## src/rtl/seq_shift_add_mult.sv

```systemverilog
// Sequential shift-and-add multiplier: retires BITS_PER_CYCLE multiplier bits per RUN cycle,
// unsigned or two's-complement, with fixed latency of WIDTH/BITS_PER_CYCLE cycles.
module seq_shift_add_mult #(
  parameter int WIDTH          = 16,
  parameter int BITS_PER_CYCLE = 1
) (
  input  logic                 clk,
  input  logic                 rst,
  input  logic                 start,
  input  logic                 signed_mode,
  input  logic [WIDTH-1:0]     multiplicand,
  input  logic [WIDTH-1:0]     multiplier,
  output logic                 ready,
  output logic                 busy,
  output logic                 done,
  output logic [2*WIDTH-1:0]   product
);

  localparam int N  = WIDTH / BITS_PER_CYCLE;
  localparam int CW = (N > 1) ? $clog2(N) : 1;
  localparam logic [CW-1:0] LAST = CW'(N - 1);

  typedef enum logic [1:0] {IDLE, RUN, DONE} state_t;

  // Handshake: start is taken on any rising edge where ready=1; done pulses
  // for exactly the one cycle in which product first shows the new result.
  state_t               state_q, state_d;
  logic [2*WIDTH-1:0]   a_q, acc_q, product_q, sum, pp;
  logic [WIDTH-1:0]     b_q;
  logic                 mode_q;
  logic [CW-1:0]        cnt_q;
  logic                 accept, last;

  assign accept  = start && (state_q != RUN);
  assign last    = (cnt_q == LAST);
  assign product = product_q;

  always_ff @(posedge clk) begin
    if (rst) state_q <= IDLE;
    else     state_q <= state_d;
  end

  always_comb begin
    state_d = state_q;
    ready   = 1'b0;
    busy    = 1'b0;
    done    = 1'b0;
    case (state_q)
      IDLE: begin
        ready = 1'b1;
        if (start) state_d = RUN;
      end
      RUN: begin
        busy = 1'b1;
        if (last) state_d = DONE;
      end
      DONE: begin
        ready   = 1'b1;
        done    = 1'b1;
        state_d = start ? RUN : IDLE;
      end
      default: state_d = IDLE;
    endcase
  end

  // a_q and b_q shift every cycle, so bit k of b_q always pairs with a_q << k.
  // The original multiplier MSB lands at k = BITS_PER_CYCLE-1 of the final
  // chunk; in signed mode that partial product carries weight -2^(WIDTH-1).
  always_comb begin
    sum = acc_q;
    pp  = '0;
    for (int k = 0; k < BITS_PER_CYCLE; k++) begin
      pp = b_q[k] ? (a_q << k) : '0;
      if (mode_q && last && (k == BITS_PER_CYCLE - 1)) sum = sum - pp;
      else                                             sum = sum + pp;
    end
  end

  always_ff @(posedge clk) begin
    if (rst) begin
      a_q       <= '0;
      b_q       <= '0;
      mode_q    <= 1'b0;
      acc_q     <= '0;
      cnt_q     <= '0;
      product_q <= '0;
    end else if (accept) begin
      a_q    <= signed_mode ? {{WIDTH{multiplicand[WIDTH-1]}}, multiplicand}
                            : {{WIDTH{1'b0}}, multiplicand};
      b_q    <= multiplier;
      mode_q <= signed_mode;
      acc_q  <= '0;
      cnt_q  <= '0;
    end else if (state_q == RUN) begin
      acc_q <= sum;
      a_q   <= a_q << BITS_PER_CYCLE;
      b_q   <= b_q >> BITS_PER_CYCLE;
      cnt_q <= cnt_q + CW'(1);
      if (last) product_q <= sum;
    end
  end

endmodule

```

## config.mk

```make
export PLATFORM = sky130hd
export DESIGN_NAME = seq_shift_add_mult
export DESIGN_NICKNAME = d
export VERILOG_FILES = /design/src/rtl/seq_shift_add_mult.sv
export SDC_FILE = /design/constraint.sdc
export NUM_CORES = 1
export LEC_CHECK = 0
export BUFFER_PORTS_ARGS = -buffer_cell sky130_fd_sc_hd__buf_2
export CELL_PAD_IN_SITES_DETAIL_PLACEMENT = 1
export CELL_PAD_IN_SITES_GLOBAL_PLACEMENT = 1
export CORE_MARGIN = 4
export CORE_UTILIZATION = 30
export CTS_CLUSTER_DIAMETER = 100
export DETAILED_ROUTE_END_ITERATION = 8
export PLACE_DENSITY_LB_ADDON = 0.1
export SLEW_MARGIN = 20
export SYNTH_ARGS = -nofsm -noshare
export SYNTH_HDL_FRONTEND = slang
export SYNTH_SLANG_ARGS = --single-unit
export TNS_END_PERCENT = 10
```

## constraint.sdc

```tcl
create_clock -name clk -period 6.2 [get_ports clk]
set_clock_uncertainty 0.2 [all_clocks]
set_input_delay 0.31 -clock clk [delete_from_list [all_inputs] [get_ports clk]]
set_output_delay 0.31 -clock clk [all_outputs]
set_load 0.005 [all_outputs]
```

**After elaboration in Yosys (flattened, before gate mapping)**

Cells that the tools add are included.

- Bits in registers: 119
- Bits of input ports: 36
- Output and inout bits: 35
- Word-level logic and storage cells: 39

- Add/subtract/negate cells: 3
- Eq/ne operators: 6
- Multiplexer cells: 14
- Bitwise operators: 1
- Reductions and logical operators: 8

Operator list:

| kind | number |
|---|---|
| $mux 32 | 5 |
| $add 32x32->32 | 1 |
| $mux 16 | 2 |
| $sub 32x32->32 | 1 |
| $pmux 2 s3 | 1 |
| $add 4x1->4 const B | 1 |
| $eq 4x4->1 const B | 1 |
| $mux 1 | 4 |
| $mux 2 | 2 |
| $ne 2x2->1 const B | 2 |
| $reduce_or 2->1 | 2 |
| $reduce_and 3->1 | 1 |
| $eq 2x1->1 const B | 1 |
| $eq 2x2->1 const B | 1 |
| $logic_and 1x1->1 | 2 |
| $logic_not 2->1 | 1 |
| $ne 2x1->1 const B | 1 |
| $reduce_and 2->1 | 1 |
| $reduce_bool 2->1 | 1 |
| $not 1->1 | 1 |

**Longest topological paths before layout**

- Word-level depth: 4
- Gate-level depth with buffers: 20
- Gate-level depth less buffers: 17

**Worst setup path after synthesis**

No wires, ideal clock.

- Kind: register to register
- Start: register a_q[5]
- End: register acc_q[31]
- Arrival time: 4.082 ns
- Data required time: 5.870 ns
- Slack: 1.788 ns
- Cell stages (with the launch flop): 18
- Path buffers: 0
- Path through: dfxtp_1 > or3_4 > or4_4 > o21ai_0 > nand3_1 > a21oi_1 > nor2_1 > or3_1 > nand3_1 > ha_1 > a21o_1 > a21oi_1 > nor2b_1 > or4b_2 > a31oi_1 > o21ai_0 > xnor2_1 > o22ai_1

- Cells in the longest elaborated chain, start to end: 3
- Elaborated cells on any way between the ends: 4
- Classes of those cells: 2 x add/sub; 2 x mux

RTL lines:

| item | RTL line | RTL |
|---|---|---|
| start: declaration | 28 | `logic [2*WIDTH-1:0] a_q, acc_q, product_q, sum, pp;` |
| start signal: assignment | 88 | `a_q <= signed_mode ? {{WIDTH{multiplicand[WIDTH-1]}}, multiplicand}` |
| start signal: assignment | 96 | `a_q <= a_q << BITS_PER_CYCLE;` |
| $mux 32 (*) | 73 | `pp = b_q[k] ? (a_q << k) : '0;` |
| $add 32x32->32 / $sub 32x32->32 (equally long branches) | 75, 74 |  |
| $mux 32 (*) | 74 | `if (mode_q && last && (k == BITS_PER_CYCLE - 1)) sum = sum - pp;` |
| end signal: assignment | 95 | `acc_q <= sum;` |
| end: declaration | 28 |  |

Mark *: on every way between the ends. The rest lies on a longest branch, timed or not.
A chain may end at the register's enable or synchronous reset.

**Final worst setup path**

Ends and elaborated chain as after synthesis.

==> flow_results.org <==
** Run status
- Run status :: finished, final reports clean

** Placement
- Worst setup slack before clock tree synthesis :: approximately 1.2 ns
- Total half-perimeter wirelength after legalization and detailed placement :: 16500 µm
- Port Buffers :: 70
- Routability-driven placement finished with a final weighted congestion of 0.835.

** Setup path
- The critical path is of the flop to flop type.
- Grouping stages by cell kind, the critical path spends the most delay in simple AND/OR/NAND/NOR gates.
- Maximum fanout count along the critical path :: 7
- Stage delay of the slowest cell on the critical path :: 0.60 ns
- Reg2reg path depth :: 17
- Worst EP required :: roughly 6.3 ns
- Among all stages on the critical path, the largest delay is contributed by or4b_2.
- Critical Path Start Type :: flop
- For the worst setup path, the data arrival time is 5.00 ns.
- The signal on the critical path passes through or3_4 > or4_4 > o21ai_0 > nand3_1 > a21oi_1 > nor2_1 > or3_1 > nand3_1 > ha_1 > a21o_1 > a21oi_1 > nor2b_1 > or4b_2 > a31oi_1 > o21ai_0 > xnor2_1 > o22ai_1.
- STA classifies the critical path endpoint as a flop.
- Critical path buffer and inverter count :: 0
- Worst path depth :: 17

** Global routing
- Global routing used 26.0% of the available met1 tracks.
- Top Usage Layer GRT :: met2
- Total gr overflow :: 0
- Number of antenna violations at the first check in global routing :: 0
- For met2 alone, demand over resource in global routing was between 20 and 30%.
- Entering global routing, the biggest net connects 66 pins.
- The first global-routing pass estimated 38300 µm of wire.
- GRT Total Usage :: 17.7%
- Global-route met3 utilization :: 2.71%
- The number of global-route vias before repair is 7033.

** Clock network
- After clock tree synthesis, the clock-pin slew on the worst setup and hold paths is 0.06 ns.
- No sink is reached through more buffers than the 2 on the longest clock path.
- The number of gates resized after CTS was 0.
- The tree is rooted in a clkbuf_16.
- TritonCTS Sinks :: about 120
- Clock insertion delay at the later pin of the skew report :: between 0.4 and 0.5 ns
- TritonCTS built the clock tree.
- Buffers inserted during clock tree synthesis total 17.
- In this run the number of H-tree levels came out at 4.

** Floorplanning
- Overall die width :: 164 µm
- Area enclosed by the die boundary :: 0.0268 mm²
- Initial core utilization :: 30.7%
- Area of the core :: 0.0237 mm²
- Site Rows :: 56
- Count of boundary I/O pins :: 71
- Height of the chip :: 164 µm

** Yosys
- Total number of yosys warnings :: 0
- Most instantiated library cell after synthesis :: nand2_1
- Synth unique cells :: 63
- Counting flops with an async set or reset pin after synthesis yields a share of 0%.
- Synthesis inferred 119 register bits.
- Number of instances in the synthesized netlist :: 957
- Library cell with the largest summed area after synthesis :: dfxtp_1
- In this run the cell area of the synthesized design comes to between 0.007 and 0.008 mm².
- Post-Syn Area per Cell :: 7.61 µm²
- The number of nets in the synthesized netlist is between 1000 and 1500.
- Counting flops with a built-in enable in the synthesized netlist gives 0.
- By count the netlist is led by 158 x nand2_1, 119 x dfxtp_1, 107 x a21oi_1.
- Most area-consuming cells after synthesis :: dfxtp_1 33%, nand2_1 8.1%, a21oi_1 7.4%, ha_1 5.7%, mux2i_1 4.8%
- Share of synthesized area occupied by flip-flops and latches :: between 30% and 40%
- Top cell type's share of synthesized area :: between 30% and 40%
- Primary FF master, synth :: dfxtp_1

** Timing
- Final critical delay including setup and external delays :: 4.93 ns
- Post-route setup slack :: 1.27 ns
- Final Hold Violating Endpoints :: 0
- Final setup violation count :: 0
- Final Max Tran Viols :: 0
- For this run, the top clock speed supported by timing is 0.203 GHz.
- Measured against its own limit, the worst slew margin works out to 29.0%.
- Final period utilization :: 79.5%
- At the pin with the least slew margin, the transition time is 1.06 ns.
- Sum Neg Setup Slack :: 0 ns
- Unrepaired setup endpoints after global routing :: no

** Hold path
- Class of the tightest hold or removal check :: input port to flop
- Depth of the worst hold-timing path :: 3

** Layout
- In the final layout, flip-flops and latches occupy 0.00238 mm².
- Area occupied by multi-input gates :: 0.00458 mm²
- In the final layout, the share of cells above drive strength 1 is 12.2%.
- Final net count :: ~1100
- Number of filler instances in the final layout :: roughly 2900
- From synthesis to final layout, the design area changed by 16.6%.
- The repair_antennas step left the layout with diodes totalling 0.

** Routing
- Avg Vias per Cell :: 5.24
- Number of DRC markers in iteration 0 :: 319
- Wires add up to 23100 µm.
- After detailed routing, the number of remaining DRC violations is 0.
- In this run the remaining antenna-violating nets after routing total 0.
- After detailed routing, the average wire length per cell comes to 17.4 µm.
- The first detailed-routing pass ran for 5 iterations.
- Routed via count :: 6940

** Power
- Total power per unit cell area :: 355 mW/mm²
- The worst-case IR drop observed on VDD is 150 µV.
- The analysis attributes to cell leakage a power of 3.52 nW.

** Flow run
- Across the run, the number of max-cap violations was 0.
[cells by family (layout without fill, tap and decap cells)]
| group | Yosys count | count (layout) | synth area share (%) |
|---|---|---|---|
| xor+xnor | 43 | 43 | 5.27 |
| mux | 35 | 35 | 4.81 |
| compound gates | 268 | 268 | 22.5 |
| buf+inv | 79 | 128 | 4.54 |
| fa+ha+maj | 34 | 34 | 5.95 |
| flops | 119 | 119 | 32.7 |
| simple gates | 379 | 379 | 24.2 |
[sequential cells by signal, summed over array words and instances, names as in the netlist]
register and cells:
a_q 32, acc_q 32, b_q 16, cnt_q 4
mode_q 1, product 32, state_q 2
[repair_timing]
action,in CTS,in global routing
hold buffers,3,0
hold endpoints to repair,3,0
setup buffers,0,0
[tightest hold or removal path, delay by kind of cell]
family          cells  cell delay [ns]
buf+inv             1             0.09
mux                 1             0.12
compound gates      1             0.08
[layout by cell type, fill, tap and decap left out, types with 9 or more instances in the layout]
master / n
nand2_1: 158
dfxtp_1: 119
a21oi_1: 107
nor2_1: 82
buf_2: 69
o21ai_0: 49
nand3_1: 44
a211oi_1: 38
mux2i_1: 35
ha_1: 33
xor2_1: 24
a21o_1: 19
xnor2_1: 18
nor3_1: 17
clkbuf_16: 17
nand4_1: 15
inv_1: 12
buf_4: 11
a31oi_1: 10
or4_1: 9
[power by group]
| group | switching, mW | internal [mW] | leakage, nW |
|---|---|---|---|
| sequential | 0.0593 | 0.825 | 0.973 |
| clock | 0.371 | 0.702 | 0.299 |
| combinational | 0.680 | 0.379 | 2.25 |
| total | 1.11 | 1.91 | 3.52 |
[final cells by class]
| cell class | count | area share [%] |
|---|---|---|
| well taps | 319 | 4.70 |
| inverters | 14 | 0.619 |
| flip-flops and latches | 119 | 28.0 |
| clock inverters | 8 | 1.71 |
| multi-input cells | 759 | 53.9 |
| clock buffers | 23 | 5.63 |
| repair buffers | 83 | 5.39 |
[through the flow]
| step | power (mW) | instances | cell area, µm² | hold slack (ns) | util, % |
|---|---|---|---|---|---|
| after CTS | 3.04 | 1325 | 8490 | 0.0258 | 35.9 |
| after global routing | 3.21 | 1325 | 8490 | 0.0416 | 35.9 |
| after global placement | 1.95 | 1291 | 7840 | 0.240 | 33.1 |
| after floorplan | 1.67 | 957 | 7280 | 0.236 | - |
| after detailed placement | 1.95 | 1291 | 7840 | 0.245 | 33.1 |
| final | 3.02 | 1325 | 8490 | 0.0327 | 35.9 |
[routing by layer]
metal	part of all wire [%]	vias up	wire length [µm]
li1	-	3514	-
met1	53	3314	12200
met2	43	86	9870
met3	3.0	26	699
met4	1.3	0	297
met5	0	-	0
[path summary, 6_finish.rpt]
check,from,end,slack [ns]
setup / recovery,a_q[5],acc_q[31],1.27
setup reg to reg,a_q[5],acc_q[31],1.27
hold / removal,multiplicand[5],a_q[5],0.03
hold reg to reg,product[1],product[1],0.25
Note: power is estimated with default switching activity, not from simulation.
